<file path="config.mk">
export PLATFORM = sky130hd
export DESIGN_NAME = unary_stream_encoder
export DESIGN_NICKNAME = d
export VERILOG_FILES = /design/src/rtl/unary_stream_encoder.sv
export SDC_FILE = /design/constraint.sdc
export NUM_CORES = 1
export LEC_CHECK = 0
export ABC_AREA = 1
export ABC_CLOCK_PERIOD_IN_PS = 1720
export BUFFER_PORTS_ARGS = -buffer_cell sky130_fd_sc_hd__clkbuf_2
export CORE_MARGIN = 3
export CORE_UTILIZATION = 50
export CTS_BUF_LIST = sky130_fd_sc_hd__clkbuf_8
export DETAILED_ROUTE_END_ITERATION = 10
export MAX_ROUTING_LAYER = met4
export PLACE_DENSITY_LB_ADDON = 0.1
export SLEW_MARGIN = 0
export SYNTH_ARGS = -nofsm -noshare
export SYNTH_HDL_FRONTEND = slang
export SYNTH_SLANG_ARGS = --single-unit
</file>
<file path="constraint.sdc">
create_clock -name clk -period 1.72 [get_ports clk]
set_input_delay 0.344 -clock clk [delete_from_list [all_inputs] [get_ports clk]]
set_output_delay 0.344 -clock clk [all_outputs]
set_load 0.05 [all_outputs]
</file>
<file path="src/rtl/unary_stream_encoder.sv">
// Unary stream encoder: converts binary operand triples into three lock-stepped
// thermometer-coded bitstreams, one fixed frame of 2^BIN_BITS cycles per triple.
module unary_stream_encoder #(
    parameter int BIN_BITS = 4
) (
    input  logic                clk,
    input  logic                reset,
    input  logic                in_valid,
    output logic                in_ready,
    input  logic [BIN_BITS-1:0] a_bin,
    input  logic [BIN_BITS-1:0] b_bin,
    input  logic [BIN_BITS-1:0] c_bin,
    input  logic                out_en,
    output logic                a,
    output logic                b,
    output logic                c,
    output logic                frame_start,
    output logic                busy
);

    localparam logic [BIN_BITS-1:0] CNT_LAST = '1;

    typedef enum logic {
        IDLE,
        STREAM
    } state_t;

    state_t              state_q;
    logic [BIN_BITS-1:0] cnt_q;
    logic [BIN_BITS-1:0] cnt_d;
    logic [BIN_BITS-1:0] act_a_q, act_b_q, act_c_q;
    logic [BIN_BITS-1:0] pend_a_q, pend_b_q, pend_c_q;
    logic                pend_valid_q;
    logic                accept;
    logic                frame_last;
    logic                transfer;

    assign in_ready   = !reset && !pend_valid_q;
    assign accept     = in_valid && in_ready;
    assign cnt_d      = cnt_q + BIN_BITS'(1);
    assign frame_last = (state_q == STREAM) && out_en && (cnt_q == CNT_LAST);
    // accept needs an empty pending slot and transfer needs a full one, so the
    // two can never touch the pending registers on the same edge.
    assign transfer   = pend_valid_q && ((state_q == IDLE) || frame_last);

    always_ff @(posedge clk) begin
        if (reset) begin
            state_q      <= IDLE;
            cnt_q        <= '0;
            act_a_q      <= '0;
            act_b_q      <= '0;
            act_c_q      <= '0;
            pend_a_q     <= '0;
            pend_b_q     <= '0;
            pend_c_q     <= '0;
            pend_valid_q <= 1'b0;
        end else begin
            if (accept) begin
                pend_a_q     <= a_bin;
                pend_b_q     <= b_bin;
                pend_c_q     <= c_bin;
                pend_valid_q <= 1'b1;
            end

            if (transfer) begin
                act_a_q      <= pend_a_q;
                act_b_q      <= pend_b_q;
                act_c_q      <= pend_c_q;
                cnt_q        <= '0;
                state_q      <= STREAM;
                pend_valid_q <= 1'b0;
            end else if (frame_last) begin
                cnt_q   <= '0;
                state_q <= IDLE;
            end else if ((state_q == STREAM) && out_en) begin
                cnt_q <= cnt_d;
            end
        end
    end

    // Operands never exceed FRAME_LEN-1, so the final bit of a frame is always 0.
    assign busy        = (state_q == STREAM);
    assign frame_start = busy && (cnt_q == '0);
    assign a           = busy && (cnt_q < act_a_q);
    assign b           = busy && (cnt_q < act_b_q);
    assign c           = busy && (cnt_q < act_c_q);

endmodule

</file>
==> flow_summary.html <==
<table>
<tr><th>Metric</th><th>Value</th></tr>
<tr><th colspan="2">Synth</th></tr>
<tr><td>Post-synthesis cell area</td><td>1480 sq um</td></tr>
<tr><td>Number of standard cells after synthesis</td><td>194</td></tr>
<tr><td>Fraction of the mapped netlist area in adder cells</td><td>9.33%</td></tr>
<tr><td>Area fraction in compound gates after synthesis</td><td>15.4%</td></tr>
<tr><td>Mean instance size in the synthesized netlist</td><td>7.60 sq um</td></tr>
<tr><td>Number of distinct library cell variants in the gate-level netlist after synthesis</td><td>20</td></tr>
<tr><td>Dominant combinational cell family by area after synthesis</td><td>simple AND/OR/NAND/NOR gates</td></tr>
<tr><td>Leading cell types by total area after synthesis</td><td>dfxtp_1, ha_1, nand2_1</td></tr>
<tr><td>Synthesized flop and latch total</td><td>30</td></tr>
<tr><td>Syn Nets</td><td>221</td></tr>
<tr><td>Synthesis Warnings</td><td>0</td></tr>
<tr><td>Post-synthesis mux area share</td><td>0%</td></tr>
<tr><td>Leading area contributor after synthesis</td><td>dfxtp_1</td></tr>
<tr><td>Sequential area share after synthesis</td><td>40.7%</td></tr>
<tr><td>Top-area cell type share of the netlist area</td><td>40.7%</td></tr>
<tr><td>Xor/xnor cell area share of the yosys netlist</td><td>1.78%</td></tr>
<tr><td>Simple-gate share of the synthesized area</td><td>21.8%</td></tr>
<tr><th colspan="2">Clocking</th></tr>
<tr><td>Later-pin clock latency in the skew report</td><td>0.28 ns</td></tr>
<tr><td>Maximum level of the CTS H-tree</td><td>2</td></tr>
<tr><td>Maximum buffer depth of the clock tree</td><td>2</td></tr>
<tr><td>Clock transition at path regs</td><td>0.06 ns</td></tr>
<tr><td>Number of clock sinks</td><td>30</td></tr>
<tr><td>Clock tree from TritonCTS</td><td>built</td></tr>
<tr><td>Clock root buffer master</td><td>clkbuf_8</td></tr>
<tr><td>Number of buffers added by the clock tree synthesis step</td><td>5</td></tr>
<tr><th colspan="2">Worst setup path</th></tr>
<tr><td>CP peak stage delay</td><td>0.38 ns</td></tr>
<tr><td>Critical path data required time</td><td>1.38 ns</td></tr>
<tr><td>Reg2reg end</td><td>act_c_q[3]</td></tr>
<tr><td>Slowest stage cell on the critical path</td><td>dfxtp_4</td></tr>
<tr><td>Top fanout value on the critical path</td><td>4</td></tr>
<tr><td>Top cell family by delay on the critical path</td><td>flip-flops</td></tr>
<tr><td>Critical path cell sequence</td><td>ha_4 &gt; a21oi_4 &gt; o21ai_1 &gt; nor2_1 &gt; clkbuf_8</td></tr>
<tr><td>Sort of element at the end of the critical path</td><td>primary output</td></tr>
<tr><td>Critical Path Stages</td><td>5</td></tr>
<tr><td>Start of the worst register-to-register path</td><td>cnt_q[1]</td></tr>
<tr><td>CP Class</td><td>register to primary output</td></tr>
<tr><td>Critical path buffers and inverters</td><td>1</td></tr>
<tr><td>Worst Reg2Reg Path Length in Cells</td><td>8</td></tr>
<tr><td>Startpoint types</td><td>register</td></tr>
<tr><td>Reg2reg setup slack</td><td>0.16 ns</td></tr>
<tr><td>Arrival time at the worst endpoint</td><td>1.43 ns</td></tr>
<tr><th colspan="2">Power and ir drop</th></tr>
<tr><td>Switching power</td><td>0.507 mW</td></tr>
<tr><td>Proportion of power drawn by combinational gates</td><td>21.5%</td></tr>
<tr><td>Clk network pwr share</td><td>33.3%</td></tr>
<tr><td>Power density relative to cell area</td><td>894 nW/um^2</td></tr>
<tr><td>Share of total power consumed by net switching</td><td>29.4%</td></tr>
<tr><td>Part of the total power dissipated in sequential elements</td><td>45.2%</td></tr>
<tr><td>Cell Int Power</td><td>1.22 mW</td></tr>
<tr><td>Leakage component of the power</td><td>0.817 nW</td></tr>
<tr><td>Worst vdd ir</td><td>748 uV</td></tr>
<tr><th colspan="2">Detailed routing</th></tr>
<tr><td>Wire length on met1</td><td>1490 um</td></tr>
<tr><td>DRC viols</td><td>0</td></tr>
<tr><td>Amount of wire on met3 after detailed routing</td><td>191 um</td></tr>
<tr><td>Wire length on met2</td><td>1450 um</td></tr>
<tr><td>Total detailed-routing wirelength</td><td>3220 um</td></tr>
<tr><td>Via count of the routed design</td><td>1277</td></tr>
<tr><td>Max layer used</td><td>met4</td></tr>
<tr><td>Routed wirelength normalized by instance count</td><td>12.7 um</td></tr>
<tr><td>Number of vias per cell</td><td>5.05</td></tr>
<tr><td>DR iter-0 viols</td><td>57</td></tr>
<tr><td>Antenna-violating nets left</td><td>0</td></tr>
<tr><td>First-pass detailed-route iteration total</td><td>4</td></tr>
<tr><th colspan="2">Floorplan</th></tr>
<tr><td>Ports</td><td>22</td></tr>
<tr><td>CORE AREA</td><td>2780 sq um</td></tr>
<tr><td>Die Footprint</td><td>3640 sq um</td></tr>
<tr><td>Starting density of the core</td><td>53.0%</td></tr>
<tr><td>Width of the die</td><td>60.3 um</td></tr>
<tr><td>Vertical die dimension</td><td>60.3 um</td></tr>
<tr><td>Placement Rows</td><td>19</td></tr>
<tr><th colspan="2">STA</th></tr>
<tr><td>Final setup violating endpoints</td><td>4</td></tr>
<tr><td>Tightest hold margin</td><td>0.258 ns</td></tr>
<tr><td>Number of hold violations in the final report</td><td>0</td></tr>
<tr><td>Relative slew slack</td><td>72.0%</td></tr>
<tr><td>Final setup slack of the worst path</td><td>-0.0586 ns</td></tr>
<tr><td>Transition time of the tightest slew-check pin</td><td>0.420 ns</td></tr>
<tr><td>Setup repair after global routing missed its margin</td><td>yes</td></tr>
<tr><td>Highest achievable clock rate</td><td>562 MHz</td></tr>
<tr><td>Share of the cycle needed by the critical path after routing</td><td>103%</td></tr>
<tr><td>Total count of max-transition violations in the final report</td><td>0</td></tr>
<tr><td>Final critical-path required period</td><td>1.78 ns</td></tr>
<tr><td>Worst clock skew on the final layout</td><td>0.00570 ns</td></tr>
<tr><th colspan="2">Global routing</th></tr>
<tr><td>Antenna violations before repair</td><td>0</td></tr>
<tr><td>Pin count of the biggest net entering global routing</td><td>27</td></tr>
<tr><td>Overall overflow remaining after global route</td><td>0</td></tr>
<tr><td>Vias in the first global route</td><td>1231</td></tr>
<tr><td>First-pass GRT wire length</td><td>5400 um</td></tr>
<tr><td>Global-route total usage across every layer</td><td>21.0%</td></tr>
<tr><th colspan="2">Final layout</th></tr>
<tr><td>Post-layout net count</td><td>248</td></tr>
<tr><td>Most common cell after layout, fill and taps aside</td><td>nand2_1</td></tr>
<tr><td>Leading cell types in the layout, fill and taps excluded</td><td>nand2_1, inv_1, nor2_1, dfxtp_1, clkbuf_2</td></tr>
<tr><td>Antenna cells</td><td>0</td></tr>
<tr><td>Share of layout cells above drive strength 1</td><td>32.0%</td></tr>
<tr><td>Area added between synthesis and finish</td><td>30.7%</td></tr>
<tr><th colspan="2">Place</th></tr>
<tr><td>Count of input and output buffers</td><td>21</td></tr>
<tr><td>Worst setup slack before clock tree synthesis</td><td>0.0918 ns</td></tr>
<tr><td>Detail Placement HPWL</td><td>2280 um</td></tr>
<tr><td>Final estimated routing congestion in global placement</td><td>0.858</td></tr>
<tr><th colspan="2">Worst hold path</th></tr>
<tr><td>Hold Path Cell Cnt</td><td>3</td></tr>
<tr><td>Worst min path class</td><td>input port to register</td></tr>
<tr><td>Capture endpoint of the worst hold path</td><td>pend_a_q[0]</td></tr>
<tr><td>Hold path startpoint</td><td>a_bin[0]</td></tr>
<tr><th colspan="2">Run</th></tr>
<tr><td>Number of max-cap violations</td><td>0</td></tr>
<tr><th colspan="2">Status</th></tr>
<tr><td>Status</td><td>complete, but fails checks</td></tr>
<tr><td>Failing checks</td><td>negative setup slack</td></tr>
</table>
## layout make-up
type                       count  area (sq um)
fill                         231           853
multi-input combinational    127           850
sequential                    30           621
timing repair buffer          30           224
inverter                      27           104
clock buffer                   6          82.6
tap                           31          38.8
clock inverter                 2          8.76
## sequential cells by signal, summed over array words and instances, names as in the netlist
register      count
pend_valid_q      1
busy              1
pend_b_q          4
act_c_q           4
pend_c_q          4
cnt_q             4
act_a_q           4
pend_a_q          4
act_b_q           4
## through the flow
step                      util (%)  total power, mW  cell area [sq um]  setup TNS (ns)  instances
after floorplan                  -             1.02               1480          -0.662        194
after global placement        58.6             1.09               1630               0        243
after detailed placement      58.6             1.10               1630               0        243
after CTS                     67.5             1.71               1880          -0.142        252
after global routing          69.3             1.82               1930          -0.373        253
final                         69.3             1.72               1930          -0.146        253
## timing repair
action | CTS | global route
gates resized for setup | 35 | 14
pin swaps | 9 | 8
hold buffers | 0 | 0
setup buffers | 1 | 1
endpoints found under the setup margin | 4 | 4
## worst max path at each step
stage | end | startpoint | slack [ns]
6_report | c | cnt_q[1] | -0.06
5_1_grt | frame_start | cnt_q[1] | -0.11
4_1_cts | c | cnt_q[1] | -0.05
3_5_place_dp | a | cnt_q[1] | 0.09
3_3_place_gp | a | cnt_q[1] | 0.1
2_1_floorplan | a | busy | -0.19
## cell families (layout without fill, tap and decap cells)
family / after synthesis / after routing
and+or+nand+nor: 77 / 77
buffers and inverters: 37 / 65
AOI/OAI and AO/OA: 36 / 36
DFF: 30 / 30
adders and majority gates: 11 / 11
xor gates and xnor gates: 3 / 3
## power by group through the flow
stage / Sequential, mW / Clock (mW) / Combinational (mW)
floorplan: 0.790 / 0 / 0.232
global route: 0.786 / 0.624 / 0.413
detailed placement: 0.794 / 0 / 0.311
finish: 0.779 / 0.574 / 0.371
CTS: 0.777 / 0.585 / 0.350
global placement: 0.791 / 0 / 0.303
## synthesized netlist by cell type (all sizes together)
cell / instances
buf: 9
o31ai: 12
clkbuf: 1
a21oi: 19
ha: 11
dfxtp: 30
nand3: 16
o21bai: 1
nor3: 1
nand2: 36
nor2: 23
xor2: 2
nor3b: 1
o21ai: 3
xnor2: 1
o221ai: 1
inv: 27
## per-layer routing
layer	vias up	GRT usage, %
met1	554	23.8
met3	10	6.91
met2	34	33.3
li1	679	-
met4	0	9.81
met5	-	-
## worst min-delay path, cell delays in order
cell      delay [ns]
clkbuf_2        0.07
nand2_1         0.04
o31ai_1         0.05
Note: power is estimated with default switching activity, not from simulation.
